<file path="config.mk">
export PLATFORM = sky130hd
export DESIGN_NAME = switch_allocator
export DESIGN_NICKNAME = d
export VERILOG_FILES = /design/src/rtl/switch_allocator_pkg.sv /design/src/rtl/round_robin_arbiter.sv /design/src/rtl/switch_allocator.sv
export SDC_FILE = /design/constraint.sdc
export NUM_CORES = 1
export LEC_CHECK = 0
export ABC_AREA = 1
export BUFFER_PORTS_ARGS = -buffer_cell sky130_fd_sc_hd__buf_2
export CAP_MARGIN = 5
export CORE_MARGIN = 5
export CORE_UTILIZATION = 35
export DETAILED_ROUTE_END_ITERATION = 10
export PLACE_DENSITY = 0.52
export SYNTH_ARGS = -nofsm -noshare
export SYNTH_HDL_FRONTEND = slang
export SYNTH_SLANG_ARGS = --single-unit
</file>
<file path="constraint.sdc">
create_clock -name clk -period 7.3 [get_ports clk]
set_input_delay 0.365 -clock clk [delete_from_list [all_inputs] [get_ports clk]]
set_output_delay 0.365 -clock clk [all_outputs]
set_load 0.05 [all_outputs]
</file>
<file path="src/rtl/switch_allocator_pkg.sv">
// Router-wide NoC parameters shared by the switch allocator and its arbiters.
package noc_params;

    localparam int PORT_NUM    = 5;
    localparam int VC_NUM      = 2;
    localparam int BUFFER_SIZE = 8;
    localparam int PORT_SIZE   = $clog2(PORT_NUM);
    localparam int VC_SIZE     = $clog2(VC_NUM);
    localparam int CREDIT_W    = $clog2(BUFFER_SIZE + 1);

    typedef enum logic [PORT_SIZE-1:0] {
        LOCAL = 3'd0,
        NORTH = 3'd1,
        SOUTH = 3'd2,
        WEST  = 3'd3,
        EAST  = 3'd4
    } port_t;

endpackage

</file>
<file path="src/rtl/round_robin_arbiter.sv">
// Round-robin arbiter: grants the first requester at or after the pointer.
// The pointer moves past the winner only when update_i confirms the grant was used.
module round_robin_arbiter #(
    parameter int AGENTS_NUM = 4
) (
    input  logic                  clk,
    input  logic                  rst,
    input  logic [AGENTS_NUM-1:0] requests_i,
    input  logic                  update_i,
    output logic [AGENTS_NUM-1:0] grants_o
);

    localparam int PTR_W = (AGENTS_NUM > 1) ? $clog2(AGENTS_NUM) : 1;

    logic [PTR_W-1:0] ptr_q;
    logic [PTR_W-1:0] ptr_d;
    logic [PTR_W-1:0] win_idx;
    logic             found;

    // First pass searches [ptr, N-1], second pass wraps to [0, ptr-1].
    always_comb begin
        grants_o = '0;
        win_idx  = '0;
        found    = 1'b0;
        for (int i = 0; i < AGENTS_NUM; i++) begin
            if (!found && requests_i[i] && (PTR_W'(i) >= ptr_q)) begin
                grants_o[i] = 1'b1;
                win_idx     = PTR_W'(i);
                found       = 1'b1;
            end
        end
        for (int i = 0; i < AGENTS_NUM; i++) begin
            if (!found && requests_i[i]) begin
                grants_o[i] = 1'b1;
                win_idx     = PTR_W'(i);
                found       = 1'b1;
            end
        end
    end

    // Kept apart from the grant logic: update_i is derived from grants_o.
    always_comb begin
        ptr_d = ptr_q;
        if (update_i && found) begin
            ptr_d = (win_idx == PTR_W'(AGENTS_NUM - 1)) ? '0 : win_idx + 1'b1;
        end
    end

    always_ff @(posedge clk) begin
        if (rst) begin
            ptr_q <= '0;
        end else begin
            ptr_q <= ptr_d;
        end
    end

endmodule

</file>
<file path="src/rtl/switch_allocator.sv">
// Credit-aware separable input-first switch allocator: per-input VC arbitration,
// then per-output port arbitration, with one credit counter per downstream VC.
module switch_allocator
    import noc_params::*;
(
    input  logic                                        clk,
    input  logic                                        rst,
    input  logic [PORT_NUM-1:0][VC_NUM-1:0]             sa_request_i,
    input  logic [PORT_NUM-1:0][VC_NUM-1:0][PORT_SIZE-1:0] out_port_i,
    input  logic [PORT_NUM-1:0][VC_NUM-1:0][VC_SIZE-1:0]   down_vc_i,
    input  logic [PORT_NUM-1:0][VC_NUM-1:0]             credit_i,
    output logic [PORT_NUM-1:0][VC_NUM-1:0]             grant_o,
    output logic [PORT_NUM-1:0][PORT_SIZE-1:0]          xb_sel_o,
    output logic [PORT_NUM-1:0]                         valid_o,
    output logic [PORT_NUM-1:0][VC_SIZE-1:0]            out_vc_o
);

    logic [PORT_NUM-1:0][VC_NUM-1:0][CREDIT_W-1:0] credit_q;
    logic [PORT_NUM-1:0][VC_NUM-1:0][CREDIT_W-1:0] credit_d;

    logic [PORT_NUM-1:0][VC_NUM-1:0]    eligible;
    logic [PORT_NUM-1:0][VC_NUM-1:0]    s1_gnt;
    logic [PORT_NUM-1:0][PORT_SIZE-1:0] s1_port;
    logic [PORT_NUM-1:0]                s1_valid;
    logic [PORT_NUM-1:0]                s1_update;
    logic [PORT_NUM-1:0][PORT_NUM-1:0]  s2_req;   // [output][input]
    logic [PORT_NUM-1:0][PORT_NUM-1:0]  s2_gnt;   // [output][input]
    logic [PORT_NUM-1:0]                s2_update;

    // Out-of-range port/VC codes match no counter and are never eligible.
    always_comb begin
        eligible = '0;
        for (int p = 0; p < PORT_NUM; p++) begin
            for (int v = 0; v < VC_NUM; v++) begin
                for (int o = 0; o < PORT_NUM; o++) begin
                    for (int d = 0; d < VC_NUM; d++) begin
                        if (sa_request_i[p][v] &&
                            out_port_i[p][v] == PORT_SIZE'(o) &&
                            down_vc_i[p][v] == VC_SIZE'(d) &&
                            credit_q[o][d] != '0) begin
                            eligible[p][v] = 1'b1;
                        end
                    end
                end
            end
        end
    end

    for (genvar p = 0; p < PORT_NUM; p++) begin : g_in_arb
        round_robin_arbiter #(.AGENTS_NUM(VC_NUM)) u_in_arb (
            .clk        (clk),
            .rst        (rst),
            .requests_i (eligible[p]),
            .update_i   (s1_update[p]),
            .grants_o   (s1_gnt[p])
        );
    end

    always_comb begin
        s1_port  = '0;
        s1_valid = '0;
        for (int p = 0; p < PORT_NUM; p++) begin
            s1_valid[p] = |s1_gnt[p];
            for (int v = 0; v < VC_NUM; v++) begin
                if (s1_gnt[p][v]) begin
                    s1_port[p] = out_port_i[p][v];
                end
            end
        end
    end

    always_comb begin
        s2_req = '0;
        for (int o = 0; o < PORT_NUM; o++) begin
            for (int p = 0; p < PORT_NUM; p++) begin
                s2_req[o][p] = s1_valid[p] && (s1_port[p] == PORT_SIZE'(o));
            end
        end
    end

    for (genvar o = 0; o < PORT_NUM; o++) begin : g_out_arb
        round_robin_arbiter #(.AGENTS_NUM(PORT_NUM)) u_out_arb (
            .clk        (clk),
            .rst        (rst),
            .requests_i (s2_req[o]),
            .update_i   (s2_update[o]),
            .grants_o   (s2_gnt[o])
        );
    end

    // Everything is held at zero while rst is high, so no grant and no pointer move.
    always_comb begin
        grant_o  = '0;
        xb_sel_o = '0;
        valid_o  = '0;
        out_vc_o = '0;
        if (!rst) begin
            for (int o = 0; o < PORT_NUM; o++) begin
                for (int p = 0; p < PORT_NUM; p++) begin
                    if (s2_gnt[o][p]) begin
                        valid_o[o]  = 1'b1;
                        xb_sel_o[o] = PORT_SIZE'(p);
                        for (int v = 0; v < VC_NUM; v++) begin
                            if (s1_gnt[p][v]) begin
                                out_vc_o[o]   = down_vc_i[p][v];
                                grant_o[p][v] = 1'b1;
                            end
                        end
                    end
                end
            end
        end
    end

    always_comb begin
        s1_update = '0;
        s2_update = '0;
        for (int p = 0; p < PORT_NUM; p++) begin
            s1_update[p] = |grant_o[p];
        end
        for (int o = 0; o < PORT_NUM; o++) begin
            s2_update[o] = valid_o[o];
        end
    end

    // A grant and a returned credit on the same downstream VC cancel out.
    always_comb begin
        credit_d = credit_q;
        for (int o = 0; o < PORT_NUM; o++) begin
            for (int d = 0; d < VC_NUM; d++) begin
                if (rst) begin
                    credit_d[o][d] = CREDIT_W'(BUFFER_SIZE);
                end else if (credit_i[o][d] &&
                             !(valid_o[o] && out_vc_o[o] == VC_SIZE'(d))) begin
                    if (credit_q[o][d] != CREDIT_W'(BUFFER_SIZE)) begin
                        credit_d[o][d] = credit_q[o][d] + 1'b1;
                    end
                end else if (!credit_i[o][d] &&
                             valid_o[o] && out_vc_o[o] == VC_SIZE'(d)) begin
                    credit_d[o][d] = credit_q[o][d] - 1'b1;
                end
            end
        end
    end

    always_ff @(posedge clk) begin
        credit_q <= credit_d;
    end

endmodule

</file>
======== Word-level counts from Yosys, hierarchy flattened ========
Index checks and enable logic that the tools add are counted.
storage, ports and cells
  register bits ........................... 60
  bits of input ports ..................... 62
  output and inout bits ................... 35
  logic and storage cells ................. 1276
operators by class
  $add $sub $neg .......................... 30
  $lt $le $gt $ge ......................... 35
  eq/ne operators ......................... 85
  mux-type cells .......................... 536
  bitwise gates (word level) .............. 15
  reductions and logical operators ........ 555
operator list
  operator               number
  $logic_and A1 B1 Y1    420
  $mux W1                402
  $mux W3                60
  $mux W4                30
  $eq A3 B2 Y1 const B   30
  $logic_not A1 Y1       80
  $mux W2                40
  $eq A3 B3 Y1 const B   20
  $eq A3 B1 Y1 const B   15
  $logic_not A3 Y1       15
  $add A4 B1 Y4 const B  10
  $ne A4 B4 Y1 const B   10
  $reduce_bool A4 Y1     10
  $sub A4 B1 Y4 const B  10
  $ge A1 B3 Y1 const A   10
  $ge A2 B3 Y1 const A   10
  $ne A2 B1 Y1 const B   10
  $reduce_and A2 Y1      10
  $reduce_bool A2 Y1     10
  $reduce_or A2 Y1       10
  $add A3 B1 Y3 const B  5
  $ge A3 B3 Y1 const A   5
  $mux W15               1
  $not A1 Y1             15
  other kinds (4)        18

======== Longest topological paths before layout ========
Gate-level depths: netlist of run 1.
  depth after elaboration ................. 75
  mapped depth ............................ 41
  depth with buffers taken out ............ 41

======== Cells and area by module ========
From an unflattened synthesis of run 1, not the netlist that was laid out.
unflattened totals
  cell total of the unflattened synthesis .. 1250
  area, all modules ....................... 7435.9 µm²
by module, submodules not included
  module                                             instances  cells each  area each (µm²)  sequential area each (µm²)
  switch_allocator                                   1          880         5127.4           800.8
  round_robin_arbiter at g_out_arb[0].u_out_arb ...  4          66          399.1            60.1
  round_robin_arbiter at g_out_arb[4].u_out_arb      1          66          411.6            60.1
  round_robin_arbiter at g_in_arb[0].u_in_arb ...    5          8           60.1             20.0

======== Least setup slack after synthesis of run 1 ========
Ideal clock, no wire load.
  kind .................................... register to register
  start point ............................. register credit_q[4] (netlist bit)
  end point ............................... register g_in_arb[2].u_in_arb.ptr_q
  setup time .............................. 0.128 ns
  data arrival time ....................... 3.727 ns
  required time ........................... 7.172 ns
  path slack .............................. 3.445 ns
  stages on the path, launching flop included .. 26
  buffers on the path ..................... 0
  clock period less this slack ............ 3.855 ns
  path through ............................ dfxtp_1 > nor2_4 > nand2_4 > a21oi_1 > nand2_1 > nand2_1 > o21ai_4 > nand2_4 > nand2_4 > inv_2 > nand2_2 > nand2_4 > nand2_2 > nand3_2 > nor3_2 > nand2_2 > nor2_4 > nand2_1 > o21ai_2 > nor3_1 > nand3_1 > inv_1 > nor3_1 > nor2_1 > a21oi_1 > nor2_1
RTL lines
  element                   line                       source
  start: declaration        switch_allocator.sv:18     logic [PORT_NUM-1:0][VC_NUM-1:0][CREDIT_W-1:0] credit_q;
  start signal: assignment  switch_allocator.sv:147    credit_q <= credit_d;
  end signal: assignment    round_robin_arbiter.sv:53  ptr_q <= ptr_d;
  end: declaration          round_robin_arbiter.sv:15  logic [PTR_W-1:0] ptr_q;

======== Worst setup path in the final report of run 1 ========
  start point ............................. register credit_q[20] (netlist bit)
  end point ............................... register credit_q[35] (netlist bit)
on the way
  word-level cells in the longest chain between the ends .. 64
  elaborated cells between the ends (all ways) .. 230
  those cells by class .................... eq/ne (6); mux (132); bitwise (1); reduce/logical (91)
ends and longest elaborated chain
  element                                                                     line                                              source
  $reduce_bool A4 Y1 (*)                                                      switch_allocator.sv:40                            credit_q[o][d] != '0) begin
  $logic_and A1 B1 Y1                                                         switch_allocator.sv:39                            down_vc_i[p][v] == VC_SIZE'(d) &&
  $mux W1 (5 in a row)                                                        switch_allocator.sv:37                            if (sa_request_i[p][v] &&
  $logic_and A1 B1 Y1                                                         round_robin_arbiter.sv:26                         if (!found && requests_i[i] && (PTR_W'(i) >= ptr_q)) begin
  $mux W1                                                                     round_robin_arbiter.sv:26
  $logic_not A1 Y1                                                            round_robin_arbiter.sv:26
  $logic_and A1 B1 Y1 (2 in a row)                                            round_robin_arbiter.sv:26
  $mux W1                                                                     round_robin_arbiter.sv:26
  [... 43 more ...]                                                           --
  $mux W1                                                                     switch_allocator.sv:100                           if (s2_gnt[o][p]) begin
  $mux W5                                                                     switch_allocator.sv:97                            if (!rst) begin
  $not A1 Y1                                                                  switch_allocator.sv:134, switch_allocator.sv:139
  $logic_and A1 B1 Y1                                                         switch_allocator.sv:134                           !(valid_o[o] && out_vc_o[o] == VC_SIZE'(d))) begin
  $logic_not A1 Y1                                                            switch_allocator.sv:134
  $logic_and A1 B1 Y1                                                         switch_allocator.sv:133                           end else if (credit_i[o][d] &&
  $ne A2 B1 Y1 (no source line) / $reduce_bool A2 Y1 (equally long branches)  --
  $reduce_and A2 Y1 (no source line)                                          --
Every way passes the cells marked *; elsewhere a longest branch is shown, timed or not. The select of a mux whose other input is x is not followed.
A chain may end at the register's enable or synchronous reset.

==> impl_results.md, run 1 <==
- Status: complete, no violations
- Pwr Density: 406 mW/mm2
- RSZ-0062 raised after global routing: no
- Skew final: 0.00829 ns
- Seq/Total Area, Yosys: 16.7%
- Met3 WL: 1.23 mm
- Mux share of post-synthesis cell area: 0%
- Simple-gate share of the synthesized area: 51.5%
- Type of origin of the critical path: register
- Clock-pin slew on the worst setup and hold paths: 0.06 ns
- Pwr Total: 3.36 mW
- Post-layout minimum cycle time: 4.74 ns
- # resized after CTS: 0
- Met2 wire length: 10.5 mm
- Core ar.: 0.0202 mm2
- Endpoints failing setup: 0
- Initial DRC count: 551
- DR WL/cell: 15.3 um
- Number of synthesized flops with an enable pin: 0
- Placed insts: 1555
- Post-CTS Hold Fix Bufs: 0
- Hold Slack: 0.413 ns
- Synth top area share: 16.8%
- Initial Utilization: 35.6%
- Maximum vdd ir drop: 0.000199 V
- Layout area overhead: 14.8%
- Total global-route track usage: 20.3%
- Required time worst endpoint: 7.51 ns
- IO buf count: 96
- DP HPWL: 19.2 mm
- Netlist Area Pre-Place: 0.00720 mm2
- Drt pass-1 iters: 6
- Setup TNS: 0 ns
- Initial antenna violation count: 1
- Max layer used: met5
- CP arrival: 4.95 ns
- P_leak: 4.32 nW
- H-tree depth: 3
- # nets final: 1398
- Clock Latency Late Sink: 0.35 ns
- HP Class: in2reg
- Setup Fix Bufs, Post-CTS: 0
- Wl on met1: 11.5 mm
- Main combinational cell family by area after synthesis: simple AND/OR/NAND/NOR gates
- Synth Area in XOR/XNOR: 1.58%
- Slew margin rel.: 50.0%
- Row count: 52
- Syn_area_per_cell: 5.99 um2
- Fraction of registers with async set/reset: 0%
- Root buf cell: clkbuf_16
- Area of the multi-input gates: 0.00538 mm2
- Main synth FF type: dfxtp_1
- Top cells by area, synth: nand2_1 17%, dfxtp_1 17%, nand3_1 9.4%
- Final setup margin: 2.56 ns
- CP delay by family, top: simple AND/OR/NAND/NOR gates
- CP max stage delay: 0.37 ns
- TritonCTS Buffers: 9
- Total number of vias: 7964
- I/O Pins: 97
- Max Slew Vio Count: 0
- DRC: 0
- Critical Path End Type: register
- Cell repeated most along the worst path: nand2_1
- Post-synthesis adder-cell area fraction: 7.99%
- Final GP Congestion: 0.929
- FMAX: 0.211 GHz
- Largest net degree at the start of global routing: 55
- Post-DRT Antenna Nets: 0
- Critical path buffer and inverter count: 0
- Slew @ Worst Pin: 0.740 ns
- Yosys top cell by area: nand2_1
- Post-route insts no fill: 1571
- Critical path's slowest cell: dfxtp_1
- CTS sink cnt: 60
- Setup WS pre-CTS: 2.58 ns
- Syn_nets: 1304
- Ys Warns: 0
- Die area: 0.0236 mm2
- CP max FO: 7
- Vias per inst: 5.07
- Synth Area in Compound Gates: 13.6%
- Final Hold Viols: 0
- Tcrit/Tclk final: 64.9%
- Setup CP Type: reg2reg
- TritonCTS clock tree: built
- Register area: 0.00120 mm2
- Die Wd: 153 um
- Yosys cell types: 49
- Cell count after synthesis: 1202
- Clock tree buffer depth: 2
- Grt ovf: 0
- First-pass GRT wire length: 38.8 mm
- DIE HEIGHT: 153 um
- Antenna diodes: 0
- Vias in the first global route: 7466
- Yosys reg bits: 60
- Final wirelength: 24.0 mm
- Fill count: 2243
- Max cap viols: 0
- Layout cells sized above 1: 21.4%
-- registers in the layout, summed over array words and instances, names as in the netlist --
name	cells
g_in_arb.u_in_arb.ptr_q	5
g_out_arb.u_out_arb.ptr_q	15
credit_q	40
-- layout by cell type (no fill, tap or decap), drive strengths merged, types with 5 or more instances in the layout --
cell type  instances
a21oi             59
nand3            154
inv              145
buf               98
nor2             182
ha                30
clkbuf            11
or2                7
nand3b            13
xnor2              6
nor3              20
dfxtp             60
a211oi             5
nand4             15
o22ai             19
nand2            375
o21ai             56
fa                10
xor2               7
-- power by group --
group          total, mW  switching, mW  leakage [nW]  internal [mW]
sequential         0.663          0.195         0.496          0.468
clock              0.468          0.184         0.148          0.284
combinational       2.23           1.50          3.68          0.725
total               3.36           1.88          4.32           1.48
-- worst min-delay path, delay by kind of cell --
family	cells	cell delay, ns
AO/OA/AOI/OAI	1	0.06
buffers and inverters	1	0.13
AND/OR/NAND/NOR	2	0.17
-- final timing paths --
| check | from | end | slack, ns | depth (start not counted) |
|---|---|---|---|---|
| worst max-delay path | credit_q[20]$_SDFFE_PP0P_ | credit_q[35]$_SDFFE_PP1P_ | 2.56 | 32 |
| worst min-delay path | credit_i[6] | credit_q[25]$_SDFFE_PP0P_ | 0.41 | 4 |
| worst max register to register | credit_q[20]$_SDFFE_PP0P_ | credit_q[35]$_SDFFE_PP1P_ | 2.56 | 32 |
| worst min register to register | credit_q[3]$_SDFFE_PP1P_ | credit_q[3]$_SDFFE_PP1P_ | 0.48 | 2 |
-- cells by family (layout without fill, tap and decap cells) --
| kind of cell | after synthesis | count (layout) |
|---|---|---|
| adders and majority gates | 40 | 40 |
| and+or+nand+nor | 769 | 769 |
| xor gates and xnor gates | 13 | 13 |
| DFF | 60 | 60 |
| AOI/OAI and AO/OA | 159 | 159 |
| buffers and inverters | 161 | 260 |
-- stage by stage --
stage | cell area [um2] | utilization [%]
global route | 8270 | 40.9
floorplan | 7200 | -
global placement | 7960 | 39.3
finish | 8270 | 40.9
CTS | 8270 | 40.9
detailed placement | 7960 | 39.3
-- routing by layer --
layer,vias up,GRT usage (%)
met2,211,32.4
met4,2,7.02
met1,3596,27.5
li1,4116,-
met3,39,3.51
met5,-,0
-- Yosys cell counts, types with 7 or more instances --
library cell and number:
nand3_2 18, nor3_1 16, o21ai_0 23, inv_1 111, nand2_2 41, fa_1 10, inv_2 34, dfxtp_1 60
nand3b_1 12, ha_1 30, nor2_2 17, nand2_1 323, a21oi_1 56, clkbuf_1 8, nand4_1 13, nand3_1 136
o21ai_1 28, nor2_1 148, o22ai_1 18, nor2_4 17, xor2_1 7, nand2_4 11
-- area by class of cell --
cell class,count,share of cell area [%]
inverters,146,6.64
well taps,270,4.08
clock buffers,11,3.06
multi-input cells,981,65.0
flip-flops and latches,60,14.5
repair buffers,98,5.99
clock inverters,5,0.711
(Power assumes the default switching activity.)
==> run 2, diff against run 1 <==
==> constraint.sdc (replaced) <==
create_clock -name clk -period 4.7 [get_ports clk]
set_input_delay 0.235 -clock clk [delete_from_list [all_inputs] [get_ports clk]]
set_output_delay 0.235 -clock clk [all_outputs]
set_load 0.05 [all_outputs]
==> impl_results.md, run 2 (synthesized netlist as in run 1, its figures left out) <==
- Status: complete, no violations
- Required time worst endpoint: 4.92 ns (-2.59 ns)
- TritonCTS clock tree: built
- Final setup margin: 0.356 ns (-2.20 ns)
- Final wirelength: 25.0 mm (+4.4%)
- Worst Hold Depth: 4 (unchanged)
- Post-CTS Hold Fix Bufs: 0 (unchanged)
- DRC: 0 (unchanged)
- H-tree depth: 3 (unchanged)
- RSZ-0062 raised after global routing: yes
- Grt ovf: 0 (unchanged)
- Largest registers: credit_q x40, g_out_arb.u_out_arb.ptr_q x15, g_in_arb.u_in_arb.ptr_q x5
- Final GP Congestion: 0.931 (+0.25%)
- Slew margin rel.: 50.6% (+0.55 points)
- Worst R2R Setup Slack: 0.36 ns (-2.20 ns)
- Fill count: 2190 (-2.4%)
- Max Slew Vio Count: 0 (unchanged)
- Initial DRC count: 520 (-5.6%)
- Pwr Density: 644 mW/mm2 (+59%)
- Vias in the first global route: 7529 (+0.84%)
- HP Class: in2reg
- Hold EP: credit_q[25]$_SDFFE_PP0P_
- Layout cells sized above 1: 26.6% (+5.2 points)
- Reg2reg start: credit_q[15]$_SDFFE_PP1P_
- Slew @ Worst Pin: 0.741 ns (+0.00140 ns)
- Endpoints failing setup: 0 (unchanged)
- TritonCTS Buffers: 9 (unchanged)
- Clock-pin slew on the worst setup and hold paths: 0.06 ns (about the same)
- Critical path's slowest cell: dfxtp_1
- Initial Utilization: 35.6% (unchanged)
- DP HPWL: 19.9 mm (+3.6%)
- Type of origin of the critical path: register
- Total number of vias: 8169 (+2.6%)
- CP max stage delay: 0.41 ns (+0.04 ns)
- Initial antenna violation count: 0 (-1)
- First-pass GRT wire length: 39.0 mm (+0.46%)
- Largest net degree at the start of global routing: 39 (-29%)
- I/O Pins: 97 (unchanged)
- Pwr Total: 5.63 mW (+68%)
- CP arrival: 4.57 ns (-0.38 ns)
- Tcrit/Tclk final: 92.4% (+27 points)
- Post-DRT Antenna Nets: 0 (unchanged)
- Die area: 0.0236 mm2 (unchanged)
- Antenna diodes: 0 (unchanged)
- Largest register FFs: 40 (unchanged)
- Vias per inst: 5.11 (+0.84%)
- Final instance area: 0.00875 mm2 (+5.8%)
- Maximum vdd ir drop: 0.000292 V (+47%)
- DR WL/cell: 15.7 um (+2.6%)
- Total global-route track usage: 20.5% (+0.24 points)
- IO buf count: 96 (unchanged)
- Root buf cell: clkbuf_16
- CP max FO: 7 (unchanged)
- Critical Path End Type: register
- Post-layout minimum cycle time: 4.34 ns (-0.396 ns)
- Layout area overhead: 21.5%
- CTS sink cnt: 60 (unchanged)
- # nets final: 1425 (+1.9%)
- Post-layout util: 43.2% (+2.4 points)
- Hold_sp: credit_i[6]
- Most common cell after layout, fill and taps aside: nand2_1
- Area post-placement: 0.00811 mm2 (+1.9%)
- Most frequent cells in the layout: 303 x nand2_1, 146 x nor2_1, 135 x nand3_1
- DIE HEIGHT: 153 um (unchanged)
- P_leak: 4.53 nW (+4.8%)
- Max cap viols: 0 (unchanged)
- Clock tree buffer depth: 2 (unchanged)
- Row count: 52 (unchanged)
- Drt pass-1 iters: 5 (-1)
- Setup WS pre-CTS: 0.0180 ns (-2.57 ns)
- Die Wd: 153 um (unchanged)
- Clock Latency Late Sink: 0.35 ns (about the same)
- Reg-to-Reg End: credit_q[35]$_SDFFE_PP1P_
- Hold Slack: 0.289 ns (-0.125 ns)
- R2r worst-path depth: 32 (unchanged)
- Core ar.: 0.0202 mm2 (unchanged)
- Final Hold Viols: 0 (unchanged)
- Setup CP Type: reg2reg
- FMAX: 0.230 GHz (+9.1%)
- Skew final: 0.00950 ns (+0.00122 ns)
- Largest Register: credit_q
-- run 2: per-layer routing --
layer	routed length, um	GRT usage (%)	vias up
li1	-	-	4178
met1	11600	27.6	3731
met2	11300	32.9	223
met3	1430	3.73	37
met4	643	7.49	0
met5	0	0	-
-- run 2: where the power goes --
part	switching [mW]	leakage, nW	internal (mW)
combinational	2.49	3.87	1.34
clock	0.285	0.152	0.482
sequential	0.300	0.501	0.742
total	3.07	4.53	2.56
-- run 2: critical path, delay by kind of cell (launching register included) --
kind            cells  cell delay [ns]
fa+ha+maj           1             0.28
flops               1             0.41
compound gates      2             0.42
buf+inv             3             0.36
simple gates       26             2.73
-- run 2: cell type report --
cell class                 count  area [um2]  area share (%)
multi-input combinational    981        5600            64.0
sequential                    60        1220            13.9
timing repair buffer         125         711            8.12
inverter                     146         552            6.31
tap                          270         338            3.86
clock buffer                  11         243            2.77
clock inverter                 5        83.8           0.958
-- run 2: worst max-delay path by stage --
| stage | from | end | slack (ns) | cells after the start |
|---|---|---|---|---|
| 2_1_floorplan | credit_q[4]$_SDFFE_PP0P_ | g_in_arb[2].u_in_arb.ptr_q$_SDFFE_PP0P_ | 0.85 | 25 |
| 3_3_place_gp | credit_q[10]$_SDFFE_PP0P_ | credit_q[19]$_SDFFE_PP1P_ | 0.02 | 30 |
| 3_5_place_dp | credit_q[16]$_SDFFE_PP0P_ | credit_q[19]$_SDFFE_PP1P_ | 0.02 | 32 |
| 4_1_cts | credit_q[16]$_SDFFE_PP0P_ | credit_q[19]$_SDFFE_PP1P_ | 0.008 | 32 |
| 5_1_grt | credit_q[4]$_SDFFE_PP0P_ | credit_q[35]$_SDFFE_PP1P_ | -0.05 | 36 |
| 6_report | credit_q[15]$_SDFFE_PP1P_ | credit_q[35]$_SDFFE_PP1P_ | 0.36 | 32 |
-- run 2: timing repair --
action                     4_1_cts  5_1_grt
buffers inserted                 0        7
resized for setup                0       66
setup endpoints to repair        0       12
-- run 2: stage by stage --
| step | std cells | setup TNS, ns |
|---|---|---|
| global route | 1598 | -0.107 |
| CTS | 1591 | 0 |
| floorplan | 1202 | 0 |
| finish | 1598 | 0 |
| detailed placement | 1575 | 0 |
| global placement | 1575 | 0 |
